$ cat src/rtl/mem_access_pkg.sv
// mem_access_pkg: funct3 encodings, FSM state type and timeout default shared by the MEM stage.
package mem_access_pkg;
   localparam int TIMEOUT_DEFAULT = 255;
   localparam logic [2:0] LD_B  = 3'b000;
   localparam logic [2:0] LD_H  = 3'b001;
   localparam logic [2:0] LD_W  = 3'b010;
   localparam logic [2:0] LD_BU = 3'b100;
   localparam logic [2:0] LD_HU = 3'b101;
   localparam logic [2:0] ST_B  = 3'b000;
   localparam logic [2:0] ST_H  = 3'b001;
   localparam logic [2:0] ST_W  = 3'b010;
   typedef enum logic [1:0] {IDLE, REQ, WAIT_R} state_e;
endpackage

$ cat src/rtl/mem_align.sv
// mem_align: store byte-enable/data lane steering, load extraction and misalign/illegal-op detection.
module mem_align
   import mem_access_pkg::*;
(
   input  logic        load_i,
   input  logic        store_i,
   input  logic [2:0]  op_i,
   input  logic [1:0]  addr_i,
   input  logic [31:0] wdata_i,
   input  logic [31:0] rdata_i,
   output logic [3:0]  be_o,
   output logic [31:0] wdata_o,
   output logic [31:0] ld_data_o,
   output logic        misalign_o
);
   logic [15:0] sh_data;
   logic        bad_op;
   logic        half;
   logic        word;
   always_comb begin
      sh_data    = 16'(rdata_i >> {addr_i, 3'b000});
      half       = op_i[1:0] == 2'b01;
      word       = op_i == LD_W;
      // illegal funct3 values fault exactly like a misaligned access
      bad_op     = load_i ? !(op_i inside {LD_B, LD_H, LD_W, LD_BU, LD_HU})
                          : !(op_i inside {ST_B, ST_H, ST_W});
      misalign_o = (load_i || store_i) && (bad_op || (half && addr_i[0]) || (word && addr_i != 2'b00));
      be_o       = op_i == ST_B ? 4'b0001 << addr_i : op_i == ST_H ? 4'b0011 << addr_i : 4'b1111;
      wdata_o    = op_i == ST_B ? {4{wdata_i[7:0]}} : op_i == ST_H ? {2{wdata_i[15:0]}} : wdata_i;
      ld_data_o  = op_i == LD_B  ? {{24{sh_data[7]}}, sh_data[7:0]} :
                   op_i == LD_H  ? {{16{sh_data[15]}}, sh_data} :
                   op_i == LD_BU ? {24'd0, sh_data[7:0]} :
                   op_i == LD_HU ? {16'd0, sh_data} : rdata_i;
   end
endmodule

$ cat src/rtl/mem_access.sv
// mem_access: MEM pipeline stage driving a req/gnt/rvalid data bus with stall, timeout and
// misalign exceptions, and registering the MEM/WB outputs.
module mem_access
   import mem_access_pkg::*;
#(
   parameter int TIMEOUT_CYCLES = TIMEOUT_DEFAULT
) (
   input  logic        clk,
   input  logic        cpurst_n,
   input  logic        ex2mem_wr_reg_ffout,
   input  logic [4:0]  ex2mem_wr_regindex_ffout,
   input  logic [31:0] ex2mem_wr_wdata_ffout,
   input  logic [31:0] ex2mem_memaddr_ffout,
   input  logic [31:0] ex2mem_wr_memwdata_ffout,
   input  logic [2:0]  ex2mem_mem_op_ffout,
   input  logic        ex2mem_load_ffout,
   input  logic        ex2mem_store_ffout,
   input  logic [31:0] ex2mem_pc_ffout,
   output logic        dmem_req,
   output logic        dmem_we,
   output logic [31:0] dmem_addr,
   output logic [31:0] dmem_wdata,
   output logic [3:0]  dmem_be,
   input  logic        dmem_gnt,
   input  logic        dmem_rvalid,
   input  logic [31:0] dmem_rdata,
   output logic        mem_stall,
   output logic        mem2wb_wr_reg_ffout,
   output logic [4:0]  mem2wb_wr_regindex_ffout,
   output logic [31:0] mem2wb_wr_wdata_ffout,
   output logic        mem2wb_exp_ffout,
   output logic [31:0] mem2wb_pc_ffout
);
   localparam logic [7:0] TMO_LAST = 8'(TIMEOUT_CYCLES - 1);
   state_e      state_q, state_d;
   logic [7:0]  cnt_q, cnt_d;
   logic        acc, misalign, req, cmpl, tmo, exc, stall;
   logic [31:0] ld_data;
   logic        wr_reg_q, exp_q;
   logic [4:0]  regidx_q;
   logic [31:0] wdata_q, pc_q;
   assign acc = ex2mem_load_ffout || ex2mem_store_ffout;
   mem_align u_align (
      .load_i     (ex2mem_load_ffout),
      .store_i    (ex2mem_store_ffout),
      .op_i       (ex2mem_mem_op_ffout),
      .addr_i     (ex2mem_memaddr_ffout[1:0]),
      .wdata_i    (ex2mem_wr_memwdata_ffout),
      .rdata_i    (dmem_rdata),
      .be_o       (dmem_be),
      .wdata_o    (dmem_wdata),
      .ld_data_o  (ld_data),
      .misalign_o (misalign)
   );
   always_comb begin
      state_d = IDLE;
      cnt_d   = 8'd0;
      req     = 1'b0;
      cmpl    = 1'b0;
      tmo     = 1'b0;
      exc     = 1'b0;
      stall   = 1'b0;
      if (cpurst_n && acc) begin
         case (state_q)
            IDLE: begin
               exc     = misalign;
               req     = !misalign;
               cmpl    = req && dmem_gnt && (ex2mem_store_ffout || dmem_rvalid);
               state_d = (!req || cmpl) ? IDLE : (dmem_gnt ? WAIT_R : REQ);
            end
            REQ: begin
               tmo     = cnt_q == TMO_LAST;
               exc     = tmo;
               req     = !tmo;
               cmpl    = req && dmem_gnt && (ex2mem_store_ffout || dmem_rvalid);
               state_d = (tmo || cmpl) ? IDLE : (dmem_gnt ? WAIT_R : REQ);
               cnt_d   = cnt_q + 8'd1;
            end
            WAIT_R: begin
               tmo     = cnt_q == TMO_LAST;
               exc     = tmo;
               cmpl    = !tmo && dmem_rvalid;
               state_d = (tmo || cmpl) ? IDLE : WAIT_R;
               cnt_d   = cnt_q + 8'd1;
            end
            default: state_d = IDLE;
         endcase
         stall = !(cmpl || exc);
      end
   end
   always_ff @(posedge clk) begin
      if (!cpurst_n) begin
         state_q <= IDLE;
         cnt_q   <= 8'd0;
      end else begin
         state_q <= state_d;
         cnt_q   <= cnt_d;
      end
   end
   // a stalled cycle inserts a bubble: only the valid/exception bits are cleared
   always_ff @(posedge clk) begin
      if (!cpurst_n) begin
         wr_reg_q <= 1'b0;
         exp_q    <= 1'b0;
         regidx_q <= 5'd0;
         wdata_q  <= 32'd0;
         pc_q     <= 32'd0;
      end else if (stall) begin
         wr_reg_q <= 1'b0;
         exp_q    <= 1'b0;
      end else begin
         wr_reg_q <= ex2mem_wr_reg_ffout && !exc && !ex2mem_store_ffout;
         exp_q    <= exc;
         regidx_q <= ex2mem_wr_regindex_ffout;
         wdata_q  <= ex2mem_load_ffout ? ld_data : ex2mem_wr_wdata_ffout;
         pc_q     <= ex2mem_pc_ffout;
      end
   end
   assign dmem_req                 = req;
   assign dmem_we                  = ex2mem_store_ffout;
   assign dmem_addr                = {ex2mem_memaddr_ffout[31:2], 2'b00};
   assign mem_stall                = stall;
   assign mem2wb_wr_reg_ffout      = wr_reg_q;
   assign mem2wb_wr_regindex_ffout = regidx_q;
   assign mem2wb_wr_wdata_ffout    = wdata_q;
   assign mem2wb_exp_ffout         = exp_q;
   assign mem2wb_pc_ffout          = pc_q;
endmodule

$ cat config.mk
export PLATFORM = sky130hd
export DESIGN_NAME = mem_access
export DESIGN_NICKNAME = d
export VERILOG_FILES = /design/src/rtl/mem_access_pkg.sv /design/src/rtl/mem_align.sv /design/src/rtl/mem_access.sv
export SDC_FILE = /design/constraint.sdc
export NUM_CORES = 1
export LEC_CHECK = 0
export CAP_MARGIN = 40
export CORE_ASPECT_RATIO = 0.8
export CORE_MARGIN = 2
export CORE_UTILIZATION = 37
export CTS_CLUSTER_DIAMETER = 120
export DETAILED_ROUTE_END_ITERATION = 8
export GPL_ROUTABILITY_DRIVEN = 0
export PLACE_DENSITY = 0.87
export SYNTH_ARGS = -nofsm -noshare
export SYNTH_HDL_FRONTEND = slang
export SYNTH_SLANG_ARGS = --single-unit
$ cat constraint.sdc
create_clock -name clk -period 3.8 [get_ports clk]
set_clock_uncertainty 0.2 [all_clocks]
set_input_delay 0.57 -clock clk [delete_from_list [all_inputs] [get_ports clk]]
set_output_delay 0.57 -clock clk [all_outputs]
set_load 0.03 [all_outputs]
==> results.txt <==
The flow ran to the end, and the final reports show no timing, DRC or antenna violations. The placed wire-length estimate after detailed placement came out at about 13,000 um. The number of endpoints with negative hold slack in the final report is 0. Of all cell types, the one taking the most synthesized area is sky130_fd_sc_hd__dfxtp_1.

The initial antenna violation count came out at 0. The count of yosys warnings during synthesis is 0. The tightest min-delay check is of the register to register type. STA classifies the critical path endpoint as an output port. The clock-pin slew of the registers on the worst-case setup and hold paths came out at 0.06 ns. The part of the power in the clock network is 32.1%.

The worst register-to-register path has a depth of 6. The area of the core is 13,000 um2. The placed instances occupy a cell area of 7330 um2. The post-synthesis average cell area came out at 8.73 um2.

Of all flip-flops after synthesis, the portion carrying an async set or reset was 0%. The final global-route overflow total is 0. The remaining antenna violation count is 0. The cell count after synthesis is 568. For this run, design rule violations remaining after detail routing come to 0. The final critical path takes up 89.6% of the cycle. The final layout contains routed wiring with a total length of 16,300 um.

The post-route cell area is 7640 um2. TritonCTS built the clock tree. Among all cell types in the netlist, the one instantiated most often is sky130_fd_sc_hd__dfxtp_1.

The number of fill cells is between 1,000 and 1,500. The count of cell types in the netlist is 47. Entering global routing, the biggest net connects 71 pins. At the end of the flow, the number of nets in the layout was 957.

The summed negative setup slack over all endpoints is 0 ns. The vertical extent of the die is 108 um. The count of placed standard cells in the final layout, fillers left out came out at 952. The number of pins with negative max-slew slack in the final report is 0.

The via count of the first global-routing pass is roughly 4,600. In the post-synthesis netlist, the biggest area contributors are sky130_fd_sc_hd__dfxtp_1 33%, sky130_fd_sc_hd__mux2i_1 16%, sky130_fd_sc_hd__buf_4 7.1%. Relative to the synthesized area, the layout overhead comes to 54.0%. Based on the critical path, the design can be clocked at up to 294 MHz. The post-synthesis register bit count is between 80 and 90. The actual transition at the worst max-transition pin came out at 0.750 ns. The tree is rooted in a sky130_fd_sc_hd__clkbuf_16. The insertion delay of the later-clocked pin in the worst-skew pair came out at 0.32 ns. The via-per-instance ratio is 4.88. The post-layout total power is 2770 uW.

The number of clock sinks came out at ~80. The number of buffers inserted by port buffering came out at 254. The post-CTS setup-driven buffer insertion count is 0. The number of cells after detailed placement is 936. The kind of critical path is primary input to output port. The antenna diode count came out at 0. The count of boundary I/O pins came out at 317.

The maximum vdd ir drop came out at between 0.0002 and 0.00025 V. The combinational group share of total power came out at 33.1%. The worst-case headroom to the max-slew limit came out at 50.0%.

The proportion of total power due to net switching came out at between 30% and 40%. The worst register-to-register path begins at cnt_q[2]. In this run the critical register-to-register path is captured at mem2wb_wr_wdata_ffout[6]. Setup repair after global routing left no endpoint under its margin. TritonCTS created 9 clock buffers.

In the synthesized netlist, the cells that appear most often are 81 x sky130_fd_sc_hd__dfxtp_1, 80 x sky130_fd_sc_hd__mux2i_1, 75 x sky130_fd_sc_hd__inv_1. The first-iteration detailed-routing DRC count is between 200 and 250. The arrival time at the worst endpoint came out at 2.63 ns. The overall global routing resource usage came out at 22.3%. For this design the static power due to leakage is between 0.003 and 0.004 uW. After synthesis the cells add up to roughly 5000 um2. The tool flagged a number of max-cap violations equal to 0. Counting I/O delays and the setup requirement, the final critical path takes between 3 and 4 ns. For hold timing, the worst endpoint is mem2wb_wr_regindex_ffout[3]. The setup violation total in the final timing report is 0. The count of flip-flops with a built-in enable after synthesis is 0. The element type at the critical path start is a primary input.

The top cell type's share of synthesized area is 32.7%. For flop-to-flop paths, the worst setup slack is ~1.4 ns. The x dimension of the die is 133 um. In this run the most critical hold path is launched from mem2wb_wr_regindex_ffout[3]. For this run, the share of the core covered by cells in the final layout is between 50 and 60%.

The worst-case clock buffer depth is 2. The die area came out at approximately 14,000 um2. Among all flip-flop cells after synthesis, the most frequent one is sky130_fd_sc_hd__dfxtp_1. The maximum fanout along the worst path is 8. The cell count of the worst hold path came out at 2. STA puts the critical path data required time at 3.03 ns. The internal power component is ~1900 uW. For this block, the via count after detailed routing is around 4,600. Before antenna repair, the detailed router went through 4 iterations.

The maximum level of the CTS H-tree came out at 3. The first global-routing pass estimated approximately 25,000 um of wire. The number of buffers inserted for hold repair after clock tree synthesis came out at 0.

The sequential area share after synthesis came out at between 30% and 40%. The site row count is 37. The post-route netlist has 9.65% of its cells at a drive strength greater than 1.

The number of gates given a new drive strength after cts is 0. Sequential cells account for 34.8% of the total power. Once the floorplan was initialized, standard cells occupied a little under two fifths of the core. The average wire length per cell after detail routing is 17.1 um.

In this run the power spent charging and discharging nets is 873 uW. The power per standard cell area came out at 363 nW/um2.
[registers in the layout (all words and copies together), names as in the netlist]
name / cells
mem2wb_wr_wdata_ffout: 32
cnt_q: 8
state_q: 2
mem2wb_wr_reg_ffout: 1
mem2wb_pc_ffout: 32
mem2wb_exp_ffout: 1
mem2wb_wr_regindex_ffout: 5
[worst max path at each step]
| stage | from | to | slack (ns) | cells after the start |
|---|---|---|---|---|
| finish | ex2mem_mem_op_ffout[2] | dmem_wdata[10] | 0.40 | 5 |
| detailed placement | ex2mem_mem_op_ffout[2] | dmem_wdata[10] | 0.41 | 5 |
| global route | ex2mem_memaddr_ffout[1] | mem_stall | 0.27 | 9 |
| global placement | ex2mem_mem_op_ffout[2] | dmem_wdata[10] | 0.43 | 5 |
| CTS | ex2mem_mem_op_ffout[2] | dmem_wdata[10] | 0.41 | 5 |
| floorplan | ex2mem_memaddr_ffout[1] | mem_stall | 0.41 | 11 |
[per-stage QoR]
step / setup WS [ns] / hold slack, ns
floorplan: 0.410 / 0.241
global placement: 0.426 / 0.236
detailed placement: 0.410 / 0.242
CTS: 0.405 / 0.252
global route: 0.271 / 0.270
finish: 0.397 / 0.249
[layout by cell type (no fill, tap or decap), types with 7 or more instances in the layout]
master	synthesis	layout
sky130_fd_sc_hd__ha_1	10	10
sky130_fd_sc_hd__mux2i_1	80	80
sky130_fd_sc_hd__mux2_2	17	17
sky130_fd_sc_hd__clkbuf_16	0	9
sky130_fd_sc_hd__inv_1	75	75
sky130_fd_sc_hd__nor2_1	21	20
sky130_fd_sc_hd__nand2b_1	10	10
sky130_fd_sc_hd__o21ai_0	7	7
sky130_fd_sc_hd__and2_1	16	16
sky130_fd_sc_hd__buf_4	47	27
sky130_fd_sc_hd__nand2_1	52	52
sky130_fd_sc_hd__clkdlybuf4s50_1	0	240
sky130_fd_sc_hd__o221ai_1	31	31
sky130_fd_sc_hd__a21oi_1	21	21
sky130_fd_sc_hd__dfxtp_1	81	81
sky130_fd_sc_hd__a2bb2oi_1	10	10
[final cells by class]
type	instances	area (um2)	area share (%)
well taps	175	219	2.87
multi-input cells	335	2570	33.7
clock inverters	5	62.6	0.819
clock buffers	11	243	3.18
inverters	75	282	3.69
repair buffers	270	2640	34.5
flip-flops and latches	81	1620	21.2
[worst max-delay path, stage by stage]
cell and delay, ns:
sky130_fd_sc_hd__clkdlybuf4s50_1 0.56, sky130_fd_sc_hd__nor3_2 0.31, sky130_fd_sc_hd__buf_4 0.23, sky130_fd_sc_hd__mux2_2 0.36, sky130_fd_sc_hd__clkdlybuf4s50_1 0.59
[metal layers]
layer / track usage (%) / up-vias / part of all wire, %
li1: - / 2300 / -
met1: 29.3 / 2121 / 44
met2: 34.6 / 204 / 44
met3: 8.38 / 20 / 9.6
met4: 5.62 / 0 / 1.9
met5: 0 / - / 0
[logic make-up after synthesis]
kind of cell	share of synthesized area, %
compound gates	14.4
buf+inv	15.5
mux	22.3
fa+ha+maj	2.52
xor+xnor	1.06
other cells	0.0756
simple gates	11.5
flops	32.7
[power by group through the flow]
stage,clock [uW],sequential (uW),combinational (uW)
4_1_cts,916,965,922
3_3_place_gp,0,980,909
6_report,891,964,919
3_5_place_dp,0,982,919
2_1_floorplan,0,1130,408
5_1_grt,954,973,975
(Power assumes the default switching activity.)
